File: src/rtl/huff_dec_ctrl.sv
// Huffman decoder job controller: loads the code table into the decoder, feeds coded bytes
// and counts decoded symbols to completion. Optional watchdog is enabled by HDC_TIMEOUT_EN.
module huff_dec_ctrl #(
    parameter int W  = 8,
    parameter int TW = 5,
    parameter int CW = 16
`ifdef HDC_TIMEOUT_EN
    ,
    parameter int TMO = 255
`endif
) (
    input  logic          clk,
    input  logic          rst,
    input  logic          start,
    input  logic          abort,
    input  logic [TW:0]   n_codes,
    input  logic [CW-1:0] n_bytes,
    input  logic [CW-1:0] n_syms,
    output logic [TW-1:0] tbl_addr,
    input  logic [W-1:0]  tbl_d,
    input  logic [W-1:0]  tbl_h,
    input  logic [W-1:0]  tbl_w,
    input  logic          src_valid,
    input  logic [W-1:0]  src_data,
    output logic          src_ready,
    output logic          dec_new_conf,
    output logic          dec_en_conf,
    output logic [W-1:0]  dec_d_conf,
    output logic [W-1:0]  dec_h_conf,
    output logic [W-1:0]  dec_w_conf,
    output logic          dec_ready_in,
    input  logic          dec_d_req,
    output logic [W-1:0]  dec_d_in,
    output logic          dec_en_in,
    input  logic          dec_en_out,
    output logic          busy,
    output logic          done,
    output logic          err
);

    localparam logic [2:0] IDLE  = 3'd0;
    localparam logic [2:0] CLEAR = 3'd1;
    localparam logic [2:0] LOAD  = 3'd2;
    localparam logic [2:0] RUN   = 3'd3;
    localparam logic [2:0] DRAIN = 3'd4;
    localparam logic [2:0] DONE  = 3'd5;

    logic [2:0]    state_reg, state_next;
    logic [TW:0]   n_codes_reg;
    logic [CW-1:0] n_bytes_reg;
    logic [CW-1:0] n_syms_reg;
    logic [TW:0]   idx_reg;
    logic [CW-1:0] bytes_sent_reg;
    logic [CW-1:0] sym_cnt_reg;
    logic [W-1:0]  dec_d_in_reg;
    logic          dec_en_in_reg;

    logic          kill;
    logic          active;
    logic          hs;
    logic          last_byte;
    logic [CW-1:0] sym_inc;
    logic          sym_hit;
    logic          wdog_fire;

    // abort only matters once a job is running; in IDLE it is a no-op
    assign kill      = abort && (state_reg != IDLE);
    assign active    = (state_reg == RUN) || (state_reg == DRAIN);
    assign src_ready = (state_reg == RUN) && dec_d_req && (bytes_sent_reg < n_bytes_reg);
    assign hs        = src_valid && src_ready;
    assign last_byte = hs && ((bytes_sent_reg + CW'(1)) == n_bytes_reg);
    assign sym_inc   = (sym_cnt_reg == '1) ? sym_cnt_reg : sym_cnt_reg + CW'(1);
    assign sym_hit   = active && dec_en_out && (sym_inc >= n_syms_reg);

`ifdef HDC_TIMEOUT_EN
    localparam int TMW = $clog2(TMO + 1);

    logic [TMW-1:0] tmo_cnt_reg;
    logic           err_reg;

    assign wdog_fire = active && !dec_en_out && (tmo_cnt_reg == TMW'(TMO - 1));

    always_ff @(posedge clk) begin
        if (rst || kill) begin
            tmo_cnt_reg <= '0;
            err_reg     <= 1'b0;
        end else begin
            if (!active || dec_en_out)
                tmo_cnt_reg <= '0;
            else if (!wdog_fire)
                tmo_cnt_reg <= tmo_cnt_reg + TMW'(1);
            if (state_reg == IDLE && start)
                err_reg <= 1'b0;
            else if (wdog_fire)
                err_reg <= 1'b1;
        end
    end

    assign err = (state_reg == DONE) && err_reg;
`else
    assign wdog_fire = 1'b0;
    assign err       = 1'b0;
`endif

    always_comb begin
        state_next = state_reg;
        case (state_reg)
            IDLE:  if (start) state_next = CLEAR;
            CLEAR: begin
                if (n_codes_reg != '0)
                    state_next = LOAD;
                else if (n_syms_reg == '0)
                    state_next = DONE;
                else
                    state_next = RUN;
            end
            // LOAD runs one extra cycle so the last ROM word is presented while still in LOAD
            LOAD:  if (idx_reg == n_codes_reg) state_next = (n_syms_reg == '0) ? DONE : RUN;
            RUN: begin
                if (sym_hit || wdog_fire)
                    state_next = DONE;
                else if ((bytes_sent_reg >= n_bytes_reg) || last_byte)
                    state_next = DRAIN;
            end
            DRAIN: if (sym_hit || wdog_fire) state_next = DONE;
            DONE:  state_next = IDLE;
            default: state_next = IDLE;
        endcase
    end

    always_ff @(posedge clk) begin
        if (rst || kill) begin
            state_reg      <= IDLE;
            n_codes_reg    <= '0;
            n_bytes_reg    <= '0;
            n_syms_reg     <= '0;
            idx_reg        <= '0;
            bytes_sent_reg <= '0;
            sym_cnt_reg    <= '0;
            dec_d_in_reg   <= '0;
            dec_en_in_reg  <= 1'b0;
        end else begin
            state_reg <= state_next;
            if (state_reg == IDLE && start) begin
                n_codes_reg    <= n_codes;
                n_bytes_reg    <= n_bytes;
                n_syms_reg     <= n_syms;
                idx_reg        <= '0;
                bytes_sent_reg <= '0;
                sym_cnt_reg    <= '0;
                dec_d_in_reg   <= '0;
            end
            if (state_reg == LOAD && idx_reg != n_codes_reg)
                idx_reg <= idx_reg + (TW+1)'(1);
            if (hs) begin
                bytes_sent_reg <= bytes_sent_reg + CW'(1);
                dec_d_in_reg   <= src_data;
            end
            dec_en_in_reg <= hs;
            if (active && dec_en_out)
                sym_cnt_reg <= sym_inc;
        end
    end

    assign busy         = (state_reg != IDLE);
    assign done         = (state_reg == DONE);
    assign dec_new_conf = (state_reg == CLEAR);
    assign dec_ready_in = active;
    assign dec_d_in     = dec_d_in_reg;
    assign dec_en_in    = dec_en_in_reg;
    assign dec_en_conf  = (state_reg == LOAD) && (idx_reg != '0);
    assign tbl_addr     = ((state_reg == LOAD) && (idx_reg < n_codes_reg)) ? idx_reg[TW-1:0] : '0;

    // ROM words pass straight through, gated so the conf buses read 0 outside a valid entry
    logic [W-1:0] tbl_word  [3];
    logic [W-1:0] conf_word [3];

    assign tbl_word[0] = tbl_d;
    assign tbl_word[1] = tbl_h;
    assign tbl_word[2] = tbl_w;

    genvar gi;
    generate
        for (gi = 0; gi < 3; gi++) begin : g_conf
            assign conf_word[gi] = dec_en_conf ? tbl_word[gi] : '0;
        end
    endgenerate

    assign dec_d_conf = conf_word[0];
    assign dec_h_conf = conf_word[1];
    assign dec_w_conf = conf_word[2];

endmodule

File: config.mk
export PLATFORM = sky130hd
export DESIGN_NAME = huff_dec_ctrl
export DESIGN_NICKNAME = d
export VERILOG_FILES = /design/src/rtl/huff_dec_ctrl.sv
export SDC_FILE = /design/constraint.sdc
export NUM_CORES = 1
export LEC_CHECK = 0
export CAP_MARGIN = 5
export CORE_MARGIN = 1.5
export CORE_UTILIZATION = 30
export DETAILED_ROUTE_END_ITERATION = 6
export SETUP_SLACK_MARGIN = 0.4
export SYNTH_ARGS = -nofsm -noshare
export SYNTH_HDL_FRONTEND = slang
export SYNTH_SLANG_ARGS = --single-unit
File: constraint.sdc
create_clock -name clk -period 6.35 [get_ports clk]
set_input_delay 1.5875 -clock clk [delete_from_list [all_inputs] [get_ports clk]]
set_output_delay 1.5875 -clock clk [all_outputs]
set_load 0.05 [all_outputs]
==> results.yml, run 1 <==
run_status:
  outcome: "complete, no violations"
power_and_ir_drop:
  powerDensity_nw_per_um2: 250
  vdd.ir_drop.worst_mv: 0.136
  p_leak_nw: 2.77
hold_path:
  holdCritStartpoint: "n_codes_reg[1]"
  min_path_cells: 2
  hold_path_class: "reg2reg"
cts:
  cts_buffers: 9
  clock_latency_ns: 0.35
  cts_setup_buffers: 0
  cts_tree: "built"
  cts_num_sinks: 88
  cts_resized: 0
  cts_max_path_buffers: 2
  path_clk_slew_ns: 0.07
  htreeDepth: 3
  cts-root-buf: "clkbuf_16"
  holdBufCountCts: 0
detailed_routing:
  drc: 0
  dr_wl_met3_um: 882
  dr_total_vias: 5397
  wl_um: 15500
  top_layer: "met4"
  wl_per_cell_um: 14.5
  drtIter0Drc: 189
  vias_per_cell: 5.07
  drtAntennaViolNets: 0
  drt-met1-wl_um: 7560
  first_pass_iters: 4
  wl_met2_um: 6740
sta:
  setup_viol: 0
  rsz0062_at_grt: "no"
  max_freq_mhz: 213
  timing.final.crit_period_ns: 4.70
  slew_violations: 0
  slew_headroom_pct: 25.1
  finClkSkew_ns: 0.00747
  tns_ns: 0
  fin_ws_ns: 1.65
  worstMarginPinSlew_ns: 1.12
  finalHoldViolCount: 0
  final.period_utilization_pct: 74.0
grt:
  grt_pass1_wl_um: 25700
  grtUsageTotal_pct: 16.1
  grt_pass1_vias: 5237
  antenna_found_initial: 0
  grt_max_degree: 51
  grt_overflow: 0
worst_setup_path:
  critPathArrivalTime_ns: 3.11
  worst_ep_required_time_ns: 4.76
  worstSetupStartpoint: "n_codes_reg[1]"
  worstPathMaxFanout: 5
  rr_worst_depth: 13
  start_kind: "register"
  end_kind: "primary output"
  critical_path_class: "reg2out"
  reg2reg_from: "sym_cnt_reg[4]"
cells_and_area:
  n_antenna_cell: 0
  seqCellArea_um2: 1760
  syn_to_final_growth_pct: 28.6
  multi_input_area_um2: 3550
  fin_nets: 951
  final_common_cell: "clkdlybuf4s50_1"
  drive_gt1_share_pct: 4.78
  final_cell_mix: "clkdlybuf4s50_1, nand2_1, a21oi_1"
  fill_cells: 1887
floorplan:
  coreArea_um2: 18200
  num_rows: 49
  fp.dieArea_um2: 19600
  start_util_pct: 31.0
  die_x_um: 140
  dieHeight_um: 140
  pin_count: 122
place:
  place_ws_ns: 1.74
  place_congestion: 0.841
  place.port_buffers: 120
  dp_hpwl_um: 11200
logic_synthesis:
  synth_mux_area_share_pct: 0.799
  synth_compound_area_share_pct: 19.5
  synth_cells: 735
  avgSynthCellArea_um2: 7.67
  synth_edf_count: 0
  synth_nets: 854
  ys_ff_latch: 88
  synth.cell_area_um2: 5640
  synth.distinct_cells: 67
  ys_seq_area_share_pct: 31.2
  synthXorXnorAreaFrac_pct: 5.13
  synthAdderAreaFrac_pct: 9.32
  synth_top_family_by_area: "simple AND/OR/NAND/NOR gates"
  synth-main-ff-cell: "dfxtp_1"
  asyncSetResetFlopFracSynth_pct: 0
  yosys.area_share.simple_pct: 28.1
  yosysWarnings: 0
run:
  cap_viol_max_count: 0
metal layers:
layer  vias up  track usage (%)
li1       2761                -
met1      2466             21.6
met2       152             25.4
met4         0             6.48
met3        18             3.18
met5         -                0
cell families after synthesis:
group	after synthesis
DFF	88
buffers and inverters	82
AOI/OAI and AO/OA	185
other	1
adders and majority gates	42
muxes	4
xor gates and xnor gates	33
and+or+nand+nor	300
per-stage QoR:
step	total power (W)	utilization, %	std cells	area, µm²	hold WS [ns]
global route	0.00194	39.8	1065	7250	0.471
CTS	0.00184	39.8	1065	7250	0.457
global placement	0.00134	38.4	1050	6990	0.445
finish	0.00182	39.8	1065	7250	0.453
floorplan	0.00113	-	735	5640	0.436
detailed placement	0.00135	38.4	1050	6990	0.448
Yosys cell counts, drive strengths merged, types with 9 or more instances:
cell type	count	area (µm²)
xor2	15	131
a21oi	96	484
nor4	11	98.8
nor2	36	145
and2	40	250
and3	9	61.3
o21ai	36	180
clkbuf	20	76.3
dfxtp	88	1760
nand4	14	100
inv	45	169
a31oi	9	68.8
xnor2	18	158
ha	42	526
buf	17	83.8
nand2	115	434
o31ai	10	75.1
nand3	29	168
area by class of cell:
cell class / count / area share, %
Clock buffer: 11 / 3.21
Tap cell: 229 / 3.95
Timing Repair Buffer: 123 / 16.9
Inverter: 45 / 2.33
Sequential cell: 88 / 24.3
Clock inverter: 4 / 0.311
Multi-Input combinational cell: 565 / 49.0
path summary, 6_finish.rpt:
path | to | slack (ns)
worst max-delay path | tbl_addr[0] | 1.65
worst min-delay path | n_codes_reg[1] | 0.45
worst max register to register | state_reg[0] | 2.34
worst min register to register | n_codes_reg[1] | 0.45
worst max-delay path, stage by stage, from the launching register on:
cell and delay (ns):
dfxtp_1 0.32, inv_1 0.06, ha_1 0.30, nor2b_1 0.13
o21ai_0 0.16, a21oi_1 0.10, a2111oi_1 0.64, and2_1 0.23
clkdlybuf4s50_1 0.82
power by group:
part	internal, W	total [W]	switching, W
clock	0.000261	0.000486	0.000225
combinational	0.000239	0.000662	0.000424
sequential	0.000609	0.000667	0.0000580
total	0.00111	0.00182	0.000707
No activity file was read; power rests on OpenSTA's default activity.
==> run 2, diff against run 1 <==
clock period = 4.7 ns   (was 6.35 ns; I/O delays follow)
==> results.yml, run 2 (synthesized netlist as in run 1, its figures left out) <==
grt:
  grt_max_degree: 50
  antenna_found_initial: 0
  grt_pass1_vias: 5186
  grt_overflow: 0
  grt_pass1_wl_um: 25800
  grtUsageTotal_pct: 16.2
cells_and_area:
  fill_cells: 1854
  fin_area_um2: 7350
  n_antenna_cell: 0
  final_common_cell: "clkdlybuf4s50_1"
  fin_util_pct: 40.3
  drive_gt1_share_pct: 5.70
  final_cell_mix: "clkdlybuf4s50_1, nand2_1, a21oi_1"
  syn_to_final_growth_pct: 30.3
  fin_nets: 956
cts:
  cts_tree: "built"
  path_clk_slew_ns: 0.06
  cts_num_sinks: 88
  cts-root-buf: "clkbuf_16"
  cts_buffers: 9
  clock_latency_ns: 0.34
  holdBufCountCts: 0
  htreeDepth: 3
  cts_max_path_buffers: 2
power_and_ir_drop:
  p_leak_nw: 2.91
  comb_power_share_pct: 35.5
  switching_share_pct: 37.9
  p_sw_w: 0.000961
  internal_power_w: 0.00158
  pwr-share-seq_pct: 35.6
  vdd.ir_drop.worst_mv: 0.199
  powerDensity_nw_per_um2: 345
  clock_power_share_pct: 28.9
sta:
  fin_ws_ns: 0.723
  tns_ns: 0
  setup_viol: 0
  final.period_utilization_pct: 84.6
  finalHoldViolCount: 0
  slew_headroom_pct: 51.8
  timing.final.crit_period_ns: 3.98
  max_freq_mhz: 251
  worstMarginPinSlew_ns: 0.720
  rsz0062_at_grt: "no"
  finClkSkew_ns: 0.00734
  slew_violations: 0
worst_setup_path:
  end_kind: "primary output"
  r2r_setup_slack_ns: 0.90
  critical_path_class: "reg2out"
  critPathArrivalTime_ns: 2.80
  worstPathMaxFanout: 4
  crit_chain: "inv_1, ha_1, nand4_1, nor4_1, o21ai_1, and4_1, clkdlybuf4s50_1"
  start_kind: "register"
  crit_slowest_cell: "clkdlybuf4s50_1"
  reg2reg_from: "sym_cnt_reg[4]"
  reg2reg_to: "state_reg[0]"
  rr_worst_depth: 13
  worst_ep_required_time_ns: 3.52
  crit_path_max_incr_delay_ns: 0.69
run_status:
  outcome: "complete, no violations"
hold_path:
  min_path_cells: 2
  hold_path_class: "reg2reg"
  min_to: "n_codes_reg[1]"
  holdCritStartpoint: "n_codes_reg[1]"
floorplan:
  pin_count: 122
  fp.dieArea_um2: 19600
  coreArea_um2: 18200
  start_util_pct: 31.0
  dieHeight_um: 140
  num_rows: 49
  die_x_um: 140
place:
  dp_hpwl_um: 11400
  place_area_um2: 7030
  place_congestion: 0.860
  place.port_buffers: 120
  place_ws_ns: 0.757
detailed_routing:
  top_layer: "met4"
  drt-met1-wl_um: 7640
  first_pass_iters: 5
  drtIter0Drc: 366
  wl_met2_um: 6820
  dr_total_vias: 5418
  vias_per_cell: 5.06
  wl_per_cell_um: 14.6
  drc: 0
  dr_wl_met3_um: 989
  wl_um: 15700
  drtAntennaViolNets: 0
run:
  cap_viol_max_count: 0
==> run 2: changes by cell type in the layout (fill, tap and decap cells not counted), sizes merged <==
cell           delta
dlymetal6s2s      +5
bufinv            +1
buf               +5
clkdlybuf4s50     -5
==> run 2: worst max path at each step <==
stage          depth (start not counted)  slack, ns             to             from
2_1_floorplan                          5       1.20  dec_h_conf[5]     state_reg[0]
3_3_place_gp                           7       0.77    tbl_addr[0]       idx_reg[1]
3_5_place_dp                           7       0.76    tbl_addr[0]       idx_reg[1]
4_1_cts                                7       0.56    tbl_addr[0]       idx_reg[1]
5_1_grt                                5       0.58  dec_h_conf[6]     state_reg[1]
6_report                               7       0.72      src_ready  n_bytes_reg[14]
==> run 2: metrics by stage <==
| stage | instances | hold WS (ns) | power [W] |
|---|---|---|---|
| after CTS | 1071 | 0.458 | 0.00257 |
| after detailed placement | 1055 | 0.449 | 0.00182 |
| final | 1071 | 0.456 | 0.00254 |
| after global placement | 1055 | 0.446 | 0.00182 |
| after floorplan | 735 | 0.436 | 0.00152 |
| after global routing | 1071 | 0.500 | 0.00272 |
==> run 2: layout make-up <==
| type | count | area [µm²] | area share [%] |
|---|---|---|---|
| flip-flops and latches | 88 | 1760 | 24.0 |
| well taps | 229 | 287 | 3.90 |
| multi-input cells | 565 | 3560 | 48.4 |
| inverters | 45 | 169 | 2.30 |
| repair buffers | 128 | 1270 | 17.3 |
| clock buffers | 11 | 243 | 3.30 |
| clock inverters | 5 | 56.3 | 0.766 |
==> run 2: power by group through the flow <==
stage	combinational, W	sequential (W)	clock [W]
floorplan	0.000636	0.000887	0
CTS	0.000912	0.000902	0.000758
finish	0.000900	0.000902	0.000734
global placement	0.000904	0.000917	0
global route	0.00102	0.000915	0.000787
detailed placement	0.000904	0.000918	0
==> run 2: critical path, delay by kind of cell, from the launching register on <==
family          cells  cell delay (ns)
fa+ha+maj           1             0.31
buf+inv             2             0.74
simple gates        3             0.87
flops               1             0.36
compound gates      1             0.18
==> run 2: repair_timing <==
item,in CTS,in global routing
endpoints found under the setup margin,5,5
gates resized for setup,1,5
setup buffers,0,0
==> run 2: per-layer routing <==
layer	global-route usage, %	vias to the layer above
li1	-	2769
met2	26.4	173
met4	4.54	0
met3	3.11	16
met5	0	-
met1	21.9	2460
